$ cat src/rtl/ldq_entry_split.sv
// Load-queue entry: holds one load from allocation to completion, splitting
// line-crossing accesses into two mempipe requests, with age nukes and recycle backoff.
module ldq_entry_split #(
  parameter int unsigned VA_W            = 64,
  parameter int unsigned ROB_W           = 7,
  parameter int unsigned PDST_W          = 7,
  parameter int unsigned LDQ_W           = 4,
  parameter int unsigned STQ_N           = 8,
  parameter int unsigned LINE_BYTES      = 64,
  parameter int unsigned MAX_BACKOFF     = 7,
  parameter int unsigned BLOCK_ON_ELDERS = 1
) (
  input  logic              clk,
  input  logic              reset,
  input  logic [LDQ_W-1:0]  id,
  input  logic              nuke_valid,
  input  logic              nuke_all,
  input  logic [ROB_W-1:0]  nuke_robid,
  input  logic [STQ_N-1:0]  stq_valid,
  input  logic              alloc,
  input  logic [ROB_W-1:0]  alloc_robid,
  input  logic [1:0]        alloc_size,
  input  logic              iss_valid,
  input  logic [LDQ_W-1:0]  iss_ldqid,
  input  logic [VA_W-1:0]   iss_src1,
  input  logic [VA_W-1:0]   iss_src2,
  input  logic [PDST_W-1:0] iss_pdst,
  output logic              e_valid,
  output logic [ROB_W-1:0]  e_robid,
  output logic              req,
  output logic [VA_W-1:0]   req_addr,
  output logic [3:0]        req_bytes,
  output logic              req_half,
  output logic [ROB_W-1:0]  req_robid,
  output logic [PDST_W-1:0] req_pdst,
  output logic [LDQ_W-1:0]  req_id,
  input  logic              gnt,
  input  logic              rsp_valid,
  input  logic [LDQ_W-1:0]  rsp_id,
  input  logic              rsp_half,
  input  logic              rsp_complete,
  input  logic              rsp_recycle
);
  localparam int unsigned OFF_W = $clog2(LINE_BYTES);
  localparam int unsigned CW    = OFF_W + 2;
  localparam int unsigned RC_W  = (MAX_BACKOFF < 1) ? 1 : $clog2(MAX_BACKOFF + 1);

  typedef enum logic [2:0] {IDLE, PDG_ISS, REQ, PDG_PIPE, BACKOFF} state_e;

  state_e             state_q, state_d;
  logic [ROB_W-1:0]   robid_q, robid_d;
  logic [1:0]         size_q, size_d;
  logic [PDST_W-1:0]  pdst_q, pdst_d;
  logic [VA_W-1:0]    addr_q, addr_d;
  logic [3:0]         bytes_q, bytes_d;
  logic               half_q, half_d;
  logic               split_q, split_d;
  logic [RC_W-1:0]    rc_q, rc_d, bo_q, bo_d, rc_inc;
  logic [STQ_N-1:0]   elders_q, elders_d;

  logic [VA_W-1:0]    iss_sum, next_line;
  logic [CW-1:0]      off_ext, n_ext, line_c;
  logic [3:0]         n_bytes, head_bytes;
  logic               iss_split, blocked, nuked, rsp_hit;

  assign iss_sum    = iss_src1 + iss_src2;
  assign n_bytes    = 4'd1 << size_q;
  assign off_ext    = CW'(iss_sum[OFF_W-1:0]);
  assign n_ext      = CW'(n_bytes);
  assign line_c     = CW'(LINE_BYTES);
  assign iss_split  = (off_ext + n_ext) > line_c;
  assign head_bytes = 4'(line_c - off_ext);
  assign next_line  = {addr_q[VA_W-1:OFF_W], {OFF_W{1'b0}}} + VA_W'(LINE_BYTES);
  assign rc_inc     = (rc_q >= RC_W'(MAX_BACKOFF)) ? RC_W'(MAX_BACKOFF) : rc_q + RC_W'(1);

  assign blocked = (BLOCK_ON_ELDERS != 0) && (|elders_q);
  assign rsp_hit = rsp_valid && (rsp_id == id) && (rsp_half == half_q);
  // Entry is the nuke robid or younger when the modular distance is in the lower half.
  assign nuked   = nuke_valid && (state_q != IDLE) &&
                   (nuke_all || (ROB_W'(robid_q - nuke_robid) < ROB_W'(1 << (ROB_W - 1))));

  assign e_valid   = (state_q != IDLE);
  assign e_robid   = robid_q;
  assign req       = (state_q == REQ) && !blocked;
  assign req_addr  = addr_q;
  assign req_bytes = bytes_q;
  assign req_half  = half_q;
  assign req_robid = robid_q;
  assign req_pdst  = pdst_q;
  assign req_id    = id;

  always_comb begin
    state_d  = state_q;
    robid_d  = robid_q;
    size_d   = size_q;
    pdst_d   = pdst_q;
    addr_d   = addr_q;
    bytes_d  = bytes_q;
    half_d   = half_q;
    split_d  = split_q;
    rc_d     = rc_q;
    bo_d     = bo_q;
    elders_d = elders_q & stq_valid;
    case (state_q)
      IDLE: begin
        if (alloc && !nuke_valid) begin
          state_d  = PDG_ISS;
          robid_d  = alloc_robid;
          size_d   = alloc_size;
          rc_d     = '0;
          half_d   = 1'b0;
          elders_d = stq_valid;
        end
      end
      PDG_ISS: begin
        if (iss_valid && (iss_ldqid == id)) begin
          state_d = REQ;
          addr_d  = iss_sum;
          pdst_d  = iss_pdst;
          split_d = iss_split;
          bytes_d = iss_split ? head_bytes : n_bytes;
        end
      end
      REQ: begin
        if (req && gnt) state_d = PDG_PIPE;
      end
      PDG_PIPE: begin
        if (rsp_hit) begin
          if (rsp_complete) begin
            // Head piece held LINE_BYTES-off bytes, so the tail is n minus that.
            if (split_q && !half_q) begin
              state_d = REQ;
              half_d  = 1'b1;
              addr_d  = next_line;
              bytes_d = n_bytes - bytes_q;
            end else begin
              state_d = IDLE;
            end
          end else if (rsp_recycle) begin
            state_d = BACKOFF;
            rc_d    = rc_inc;
            bo_d    = rc_inc;
          end
        end
      end
      BACKOFF: begin
        bo_d = bo_q - RC_W'(1);
        if (bo_q == RC_W'(1)) state_d = REQ;
      end
      default: state_d = IDLE;
    endcase
    if (nuked) state_d = IDLE;
  end

  always_ff @(posedge clk) begin
    if (reset) begin
      state_q  <= IDLE;
      robid_q  <= '0;
      size_q   <= '0;
      pdst_q   <= '0;
      addr_q   <= '0;
      bytes_q  <= '0;
      half_q   <= 1'b0;
      split_q  <= 1'b0;
      rc_q     <= '0;
      bo_q     <= '0;
      elders_q <= '0;
    end else begin
      state_q  <= state_d;
      robid_q  <= robid_d;
      size_q   <= size_d;
      pdst_q   <= pdst_d;
      addr_q   <= addr_d;
      bytes_q  <= bytes_d;
      half_q   <= half_d;
      split_q  <= split_d;
      rc_q     <= rc_d;
      bo_q     <= bo_d;
      elders_q <= elders_d;
    end
  end

`ifdef ASSERT
  always_ff @(posedge clk) begin
    if (!reset) begin
      a_alloc_busy: assert (!(alloc && e_valid)) else $error("alloc while entry valid");
      a_iss_state:  assert (!(iss_valid && (iss_ldqid == id) && (state_q != PDG_ISS)))
        else $error("issue outside PDG_ISS");
      a_size:       assert (!(alloc && (alloc_size > 2'd3))) else $error("alloc_size out of range");
    end
  end
`endif
endmodule

$ cat config.mk
export PLATFORM = sky130hd
export DESIGN_NAME = ldq_entry_split
export DESIGN_NICKNAME = d
export VERILOG_FILES = /design/src/rtl/ldq_entry_split.sv
export SDC_FILE = /design/constraint.sdc
export NUM_CORES = 1
export LEC_CHECK = 0
export ABC_AREA = 1
export CAP_MARGIN = 20
export CORE_ASPECT_RATIO = 0.5
export CORE_MARGIN = 4
export CORE_UTILIZATION = 53
export DETAILED_ROUTE_END_ITERATION = 10
export GPL_TIMING_DRIVEN = 0
export HOLD_SLACK_MARGIN = 0.08
export MAX_ROUTING_LAYER = met4
export PLACE_DENSITY = 0.83
export SYNTH_ARGS = -nofsm -noshare
export SYNTH_HDL_FRONTEND = slang
export SYNTH_SLANG_ARGS = --single-unit
$ cat constraint.sdc
create_clock -name clk -period 3.23 [get_ports clk]
set_clock_uncertainty 0.2 [all_clocks]
set_input_delay 0.646 -clock clk [delete_from_list [all_inputs] [get_ports clk]]
set_output_delay 0.646 -clock clk [all_outputs]
set_load 0.005 [all_outputs]
=== Word-level counts from Yosys, hierarchy flattened ===
Cells that the tools add are included.

* Register bits: 103
* Logic and storage cells: 103

* Add/sub/neg operators: 8
* Magnitude comparators: 3
* Eq/ne operators: 18
* Shift-type cells: 1
* Multiplexer cells: 34
* Bitwise gates (word level): 1
* Reduce and logical (&&, ||, !) cells: 27

{| class="wikitable"
|+ Operators with widths
! kind !! number
|-
| $mux W64 || 4
|-
| $pmux W64 S2 || 1
|-
| $add A64 B64 Y64 || 1
|-
| $add A64 B7 Y64 const B || 1
|-
| $mux W3 || 12
|-
| $mux W4 || 5
|-
| $mux W8 || 2
|-
| $ne A2 B2 Y1 const B || 8
|-
| $pmux W3 S5 || 1
|-
| $reduce_and A5 Y1 || 3
|-
| $pmux W3 S2 || 2
|-
| $logic_and A1 B1 Y1 || 9
|-
| $and A8 B8 Y8 || 1
|-
| $eq A4 B4 Y1 || 2
|-
| $pmux W4 S2 || 1
|-
| $reduce_or A8 Y1 || 1
|-
| $add A6 B4 Y7 || 1
|-
| $gt A7 B7 Y1 const B || 1
|-
| $lt A7 B7 Y1 const B || 1
|-
| $sub A7 B7 Y7 || 1
|-
| $eq A3 B1 Y1 const B || 2
|-
| $eq A3 B2 Y1 const B || 2
|-
| $reduce_and A6 Y1 || 1
|-
| $reduce_bool A2 Y1 || 3
|-
| other kinds (20) || 26
|}

=== Longest topological paths before layout ===
Gate-level depths: netlist of the first run.

* Depth after elaboration: 6
* Gate-level depth with buffers: 16
* Depth with buffers taken out: 16

=== Worst setup path after synthesis of the first run ===
Ideal clock, no wire load.

* Kind: input -> register
* From: input iss_src1[0]
* To: register bytes_q[3], in the netlist req_bytes[3]
* Library setup time: 0.070 ns
* Arrival time: 2.770 ns
* Path slack: 0.190 ns
* Cell stages on the path: 14
* Buffers on the path: 0
* Cells stage by stage: ha_1 -> fa_1 -> nand2_1 -> inv_1 -> nor2_1 -> ha_1 -> a21oi_1 -> nand2_1 -> nand3b_1 -> nand3_1 -> nand2_2 -> nand2_1 -> nand3_1 -> a21oi_1

* Cells in the longest elaborated chain, start to end: 6

{| class="wikitable"
|+ RTL lines
! what !! line !! RTL
|-
| from (decl) || 25 || <nowiki>input logic [VA_W-1:0] iss_src1,</nowiki>
|-
| $add A64 B64 Y64 (*) || 66 || <nowiki>assign iss_sum = iss_src1 + iss_src2;</nowiki>
|-
| $add A6 B4 Y7 || 71 || <nowiki>assign iss_split = (off_ext + n_ext) > line_c;</nowiki>
|-
| $gt A7 B7 Y1 || 71 ||
|-
| $mux W4 (*) || 121 || <nowiki>bytes_d = iss_split ? head_bytes : n_bytes;</nowiki>
|-
| $mux W4 (*) || 116 || <nowiki>if (iss_valid && (iss_ldqid == id)) begin</nowiki>
|-
| $pmux W4 S2 (*) || 104 || <nowiki>case (state_q)</nowiki>
|-
| to (signal assigned) || 174 || <nowiki>bytes_q <= bytes_d;</nowiki>
|-
| to (decl) || 55 || <nowiki>logic [3:0] bytes_q, bytes_d;</nowiki>
|}

Mark *: on every way between the ends. The rest lies on a longest branch, timed or not. The select of a mux whose other input is x is not followed.
A chain may end at the register's enable or synchronous reset.

=== Worst setup path in the final report of the first run ===
* From: input iss_src2[4]
* To: register addr_q[47], in the netlist req_addr[47]

* Cells in the longest elaborated chain, start to end: 3

{| class="wikitable"
|+ RTL lines
! what !! line !! RTL
|-
| from (decl) || 26 || <nowiki>input logic [VA_W-1:0] iss_src2,</nowiki>
|-
| $add A64 B64 Y64 || 66 ||
|-
| $mux W64 || 116 ||
|-
| $pmux W64 S2 || 104 ||
|-
| to (signal assigned) || 173 || <nowiki>addr_q <= addr_d;</nowiki>
|-
| to (decl) || 54 || <nowiki>logic [VA_W-1:0] addr_q, addr_d;</nowiki>
|}

No other way between the ends. The select of a mux whose other input is x is not followed.

==> results of run 1 <==
[path summary, 6_finish.rpt]
kind	slack (ps)	endpoint	depth (start not counted)	from
min reg2reg	270	req_addr[2]$_SDFFE_PP0P_	2	req_addr[2]$_SDFFE_PP0P_
min	270	req_addr[2]$_SDFFE_PP0P_	2	req_addr[2]$_SDFFE_PP0P_
max	70	req_addr[47]$_SDFFE_PP0P_	15	iss_src2[4]
max reg2reg	220	req_addr[21]$_SDFFE_PP0P_	7	state_q[1]$_SDFFE_PP0P_
[layout make-up]
class	count	area, sq um
multi-input combinational	1819	8960
fill	2118	6890
timing repair buffer	279	2790
sequential	103	2060
inverter	410	1540
tap	307	384
buffer	53	267
clock buffer	10	229
clock inverter	6	100
antenna	1	2.50
[tightest hold or removal path: cells and delay by family, from the launching register on]
family	cells	cell delay (ps)
and+or+nand+nor	1	60
AOI/OAI and AO/OA	1	50
DFF	1	320
[power breakdown]
part / internal [uW] / switching, uW / total, uW
Combinational: 1710 / 2210 / 3920
Clock: 696 / 554 / 1250
Sequential: 1630 / 605 / 2240
[cell usage after synthesis, drive strengths merged]
| library cell | instances | area share |
|---|---|---|
| nor3 | 33 | 0.015 |
| a211oi | 1 | 0.00059 |
| and2 | 5 | 0.0026 |
| nand3 | 149 | 0.059 |
| o22ai | 2 | 0.00098 |
| xnor2 | 24 | 0.016 |
| nor3b | 1 | 0.00059 |
| o31ai | 1 | 0.00059 |
| fa | 3 | 0.0047 |
| nand3b | 17 | 0.010 |
| o211ai | 4 | 0.0024 |
| xor2 | 34 | 0.023 |
| o21a | 3 | 0.0018 |
| nand4 | 29 | 0.014 |
| inv | 410 | 0.12 |
| a31oi | 9 | 0.0044 |
| o211a | 1 | 0.00079 |
| nor2 | 272 | 0.084 |
| or2 | 12 | 0.0059 |
| o21bai | 1 | 0.00059 |
| ha | 81 | 0.079 |
| clkbuf | 28 | 0.0082 |
| o21ai | 117 | 0.046 |
| a21oi | 190 | 0.075 |
| nand2 | 814 | 0.24 |
| buf | 25 | 0.013 |
| dfxtp | 103 | 0.16 |
| and3 | 5 | 0.0025 |
| nor4 | 11 | 0.0054 |
[registers in the layout, indices dropped and copies added (netlist names)]
name       cells
bo_q           3
e_robid        7
elders_q       8
rc_q           3
req_addr      64
req_bytes      4
req_half       1
req_pdst       7
size_q         2
split_q        1
state_q        3
[per-stage QoR]
step	setup slack, ps	util
2_1_floorplan	190	-
3_3_place_gp	-861	0.684
3_5_place_dp	-919	0.684
4_1_cts	27.6	0.701
5_1_grt	1.63	0.703
6_report	69.3	0.703
[logic make-up (layout without fill, tap and decap cells)]
logic type / Yosys count / in the layout / share of synthesized area
and+or+nand+nor: 1348 / 1348 / 0.440
xor gates and xnor gates: 58 / 58 / 0.0398
DFF: 103 / 103 / 0.162
buffers and inverters: 463 / 758 / 0.142
adders and majority gates: 84 / 84 / 0.0842
other: 0 / 1 / 0
AOI/OAI and AO/OA: 329 / 329 / 0.133
[layer usage]
| metal | track usage | routed length, um |
|---|---|---|
| met5 | - | 0 |
| met4 | 0.107 | 1480 |
| met3 | 0.112 | 7690 |
| met2 | 0.594 | 22900 |
| met1 | 0.528 | 22200 |
[repair_timing]
item,in CTS,in global routing
setup buffers,3,0
gates resized for setup,9,13
pin swaps,3,6
endpoints found under the setup margin,5,7
==> reports/qor.txt, run 1 <==
Yosys warning count = 0
Worst setup SP type = input port
Layout cells sized above 1 = 0.0347
Final setup viols = 0
Crit-path cells = clkdlybuf4s50_1 > ha_2 > nand2_1 > nor2_2 > nand2_1 > nand2_1 > nand2_1 > nand2_1 > nand2_1 > nand3_1 > nand2_1 > nand3_1 > nand3_1 > nand2_1 > inv_1
CTS tree = yes
DRC = 0
Post-route ant nets = 0
Grt ovf = 0
Clk pin slew, worst setup/hold paths = 80 ps
Max-slew headroom = 0.317
Peak VDD IR = 278 uV
CP top delay family = simple AND/OR/NAND/NOR gates
Layout area overhead = 28.1%
Placer congestion estimate = 1.05
Global-route usage over all layers = 0.398
Total of max-cap violations = 0
Worst endpoint data arrival time = 3220 ps
Status = finished, final reports clean
Leading cell type in the layout, fill and taps excluded = nand2_1
Antenna violations before repair = 1
First-pass GRT wire length = 82100 um
Synthesized area = 12800 sq um
Fin crit share = 0.979
Post-Syn Instances = 2385
Crit-path slowest cell = ha_2
Max Clock Freq = 316 MHz
Yosys reg bits = 103
Worst Setup End Kind = flop
Clk buf depth = 2
Design area = 16300 sq um
1st-iter DRT viols = 2163
Synth cell types = 40
FP Rows = 39
Routed wire length per instance = 18.2 um
First-pass DRT Iterations = 8
Vias per cell = 5.64
Syn_nets = 2651
Initial Utilization = 0.549
Full die area = 26800 sq um
Min Tclk post-route = 3160 ps
Core Region = 23200 sq um
Io pins = 278
HP Class = flop to flop
Final Power = 7410 uW
Hpwl dp = 44900 um
Placed cell count = 2968
Final wirelength = 54300 um
Layout Nets = 2941
Total CTS buffers = 9
Hold_ws = 272 ps
H-Tree Depth = 3
Max Slew Vio Count = 0
Area post-placement = 15900 sq um
Pwr dens = 454 nW/um^2
Worst Path Required = 3290 ps
Commonest non-fill, non-tap cells in the layout = 806 x nand2_1, 404 x inv_1, 274 x clkdlybuf4s50_1
Post-route insts no fill = 2988
RSZ-0062 raised after global routing = false
Clock sinks = 103
CP Class = input port to flop
CP peak stage delay = 430 ps
CTS Hold Bufs = 0
Leakage power = 0.00823 uW
CP most frequent cell = nand2_1
CP bufs+invs = 2
Mean Syn Cell Area = 5.35 sq um
Slew @ Worst Pin = 1020 ps
Die height = 118 um
Count of input and output buffers = 276
Vias after detailed routing = 16900
Root buffer cell = clkbuf_16
Critical-path maximum fanout = 5
Clk_lat worst skew = 360 ps
Hold Vio Cnt, Final = 0
Post-synthesis sequential area ratio = 0.162
Largest net degree at the start of global routing = 19
Number of global-route vias before repair = 15300
Final TNS setup = 0 ps
Die Width = 227 um
Power figures use the tool's default switching activity.
==> run 2: changes to the inputs <==
- clock period: 3.23 -> 3.4 ns (I/O delays scaled with it)
==> reports/qor.txt, run 2 (same netlist as run 1, synthesis figures left out) <==
Leakage power = 0.00821 uW (was 0.00823 uW)
Final setup viols = 1 (was 0)
Core Region = 23200 sq um (unchanged)
Grt ovf = 0 (unchanged)
Initial Utilization = 0.549 (unchanged)
GR Layer Usage met2 = 0.593 (was 0.594)
Min Tclk post-route = 3410 ps
Slew @ Worst Pin = 1030 ps (was 1020 ps)
FP Rows = 39 (unchanged)
Hold Vio Cnt, Final = 0 (unchanged)
Post-route ant nets = 0 (unchanged)
Crit-path slowest cell = fa_2 (was ha_2)
Die height = 118 um (unchanged)
Fin crit share = 1.00
Vias after detailed routing = 16900 (about the same)
Sequential Power Share = 0.303 (was 0.302)
Global-route usage over all layers = 0.396 (was 0.398)
Sw frac = 0.453 (was 0.455)
Design area = 16300 sq um (about the same)
CTS Hold Bufs = 0 (unchanged)
CP top delay family = adder cells (was simple AND/OR/NAND/NOR gates)
Gate power share = 0.527 (was 0.530)
CP bufs+invs = 2 (unchanged)
Total CTS buffers = 9 (unchanged)
Met1 GRT Util = 0.531 (was 0.528)
Crit-path cells = clkdlybuf4s50_1 > ha_4 > fa_2 > inv_1 > fa_2 > nand3b_1 > nor2_1 > nand3_2 > nand3b_1 > nand3_1 > a21oi_1 (was clkdlybuf4s50_1 > ha_2 > nand2_1 > nor2_2 > nand2_1 > nand2_1 > nand2_1 > nand2_1 > nand2_1 > nand3_1 > nand2_1 > nand3_1 > nand3_1 > nand2_1 > inv_1)
Peak VDD IR = 261 uV (was 278 uV)
Largest net degree at the start of global routing = 19 (unchanged)
First-pass DRT Iterations = 6 (was 8)
Root buffer cell = clkbuf_16 (unchanged)
First-pass GRT wire length = 81700 um (was 82100 um)
CP peak stage delay = 640 ps (was 430 ps)
Area of the multi-input gates = 8930 sq um (was 8960 sq um)
Count of input and output buffers = 276 (unchanged)
Fillers = 2136 (was 2118)
Number of global-route vias before repair = 15200 (was 15300)
Layout Nets = 2940 (was 2941)
Clock power frac = 0.170 (was 0.169)
Busiest grt layer = met2 (unchanged)
HP Class = flop to flop (unchanged)
Worst endpoint data arrival time = 3510 ps (was 3220 ps)
Area post-placement = 15900 sq um (unchanged)
DRC = 0 (unchanged)
Layout cells sized above 1 = 0.0310 (was 0.0347)
Internal Pwr Total = 3830 uW (was 4040 uW)
Placer congestion estimate = 1.05 (unchanged)
Hpwl dp = 44900 um (unchanged)
Vias per cell = 5.65 (was 5.64)
Critical-path maximum fanout = 5 (unchanged)
Max Clock Freq = 293 MHz
Pwr dens = 430 nW/um^2 (was 454 nW/um^2)
Clock sinks = 103 (unchanged)
Max reg flops = 64 (unchanged)
Worst Setup End Kind = flop (unchanged)
Worst setup SP type = input port (unchanged)
Antenna violations before repair = 1 (unchanged)
Worst Path Required = 3500 ps (was 3290 ps)
Setup WS post-layout = -10.7 ps (was 69.3 ps)
Leading cell type in the layout, fill and taps excluded = nand2_1 (unchanged)
Clk buf depth = 2 (unchanged)
CTS tree = yes (unchanged)
Routed wire length per instance = 18.0 um (was 18.2 um)
CP Class = input port to flop (unchanged)
DP Worst Slack = -783 ps (was -919 ps)
Io pins = 278 (unchanged)
Max Slew Vio Count = 0 (unchanged)
Die Width = 227 um (unchanged)
Max-slew headroom = 0.311 (was 0.317)
Final wirelength = 53800 um (was 54300 um)
Total of max-cap violations = 0 (unchanged)
Failing checks = setup timing
Layout area overhead = 27.8% (was 28.1%)
Full die area = 26800 sq um (unchanged)
FF/Latch Area = 2060 sq um (unchanged)
GR Layer Usage met3 = 0.103 (was 0.112)
Status = complete, but fails checks (was finished, final reports clean)
Commonest non-fill, non-tap cells in the layout = 807 x nand2_1, 405 x inv_1, 276 x clkdlybuf4s50_1 (was 806 x nand2_1, 404 x inv_1, 274 x clkdlybuf4s50_1)
1st-iter DRT viols = 2312 (was 2163)
Clk pin slew, worst setup/hold paths = 80 ps (about the same)
Psw = 3170 uW (was 3370 uW)
H-Tree Depth = 3 (unchanged)
Clk_lat worst skew = 360 ps (about the same)
==> run 2: cell count changes in the layout (fill, tap and decap cells not counted), sizes merged <==
cell	change
diode	+1
clkdlybuf4s50	+2
dlymetal6s2s	-2
buf	-1
==> run 2: area by class of cell <==
cell class | count | share of cell area
diodes | 2 | 0.000307
plain buffers | 53 | 0.0164
clock buffers | 10 | 0.0141
clock inverters | 6 | 0.00614
inverters | 410 | 0.0945
multi-input cells | 1819 | 0.548
flip-flops and latches | 103 | 0.127
well taps | 307 | 0.0236
repair buffers | 278 | 0.171
==> run 2: path summary, 6_finish.rpt <==
| check | startpoint | end | slack (ps) | depth (start not counted) |
|---|---|---|---|---|
| worst max-delay path | iss_src2[0] | req_bytes[1]$_SDFFE_PP0P_ | -10 | 11 |
| worst min-delay path | req_addr[2]$_SDFFE_PP0P_ | req_addr[2]$_SDFFE_PP0P_ | 270 | 2 |
| worst max register to register | state_q[1]$_SDFFE_PP0P_ | req_addr[21]$_SDFFE_PP0P_ | 450 | 7 |
| worst min register to register | req_addr[2]$_SDFFE_PP0P_ | req_addr[2]$_SDFFE_PP0P_ | 270 | 2 |
==> run 2: per-layer routing <==
metal  vias up  wire (um)
li1       8057          -
met1      7585      21500
met2      1088      22700
met3       147       8050
met4         0       1510
met5         -          0
==> run 2: power groups by stage <==
stage,logic [uW],clock network [uW],registers (uW)
after detailed placement,3530,0,2100
after global routing,4000,1230,2150
after floorplan,1870,0,1960
final,3690,1190,2120
after CTS,3560,1180,2080
after global placement,3460,0,2100
==> run 2: repair_timing <==
action | CTS | global route
buffers inserted | 0 | 2
endpoints found under the setup margin | 5 | 4
pin swaps | 0 | 2
resized for setup | 4 | 6
==> run 2: per-stage QoR <==
stage	total power [uW]	setup TNS [ps]	instances	hold WS, ps	utilization
final	7000	-10.7	2988	267	0.701
after global routing	7380	-125	2987	304	0.701
after CTS	6820	0	2984	271	0.699
after detailed placement	5630	-4630	2968	259	0.684
after global placement	5570	-4010	2968	254	0.684
after floorplan	3830	0	2385	262	-
==> run 2: worst min-delay path, cell delays in order (launching register included) <==
cell and delay (ps):
dfxtp_1 310, nand2_1 60, a21oi_1 50
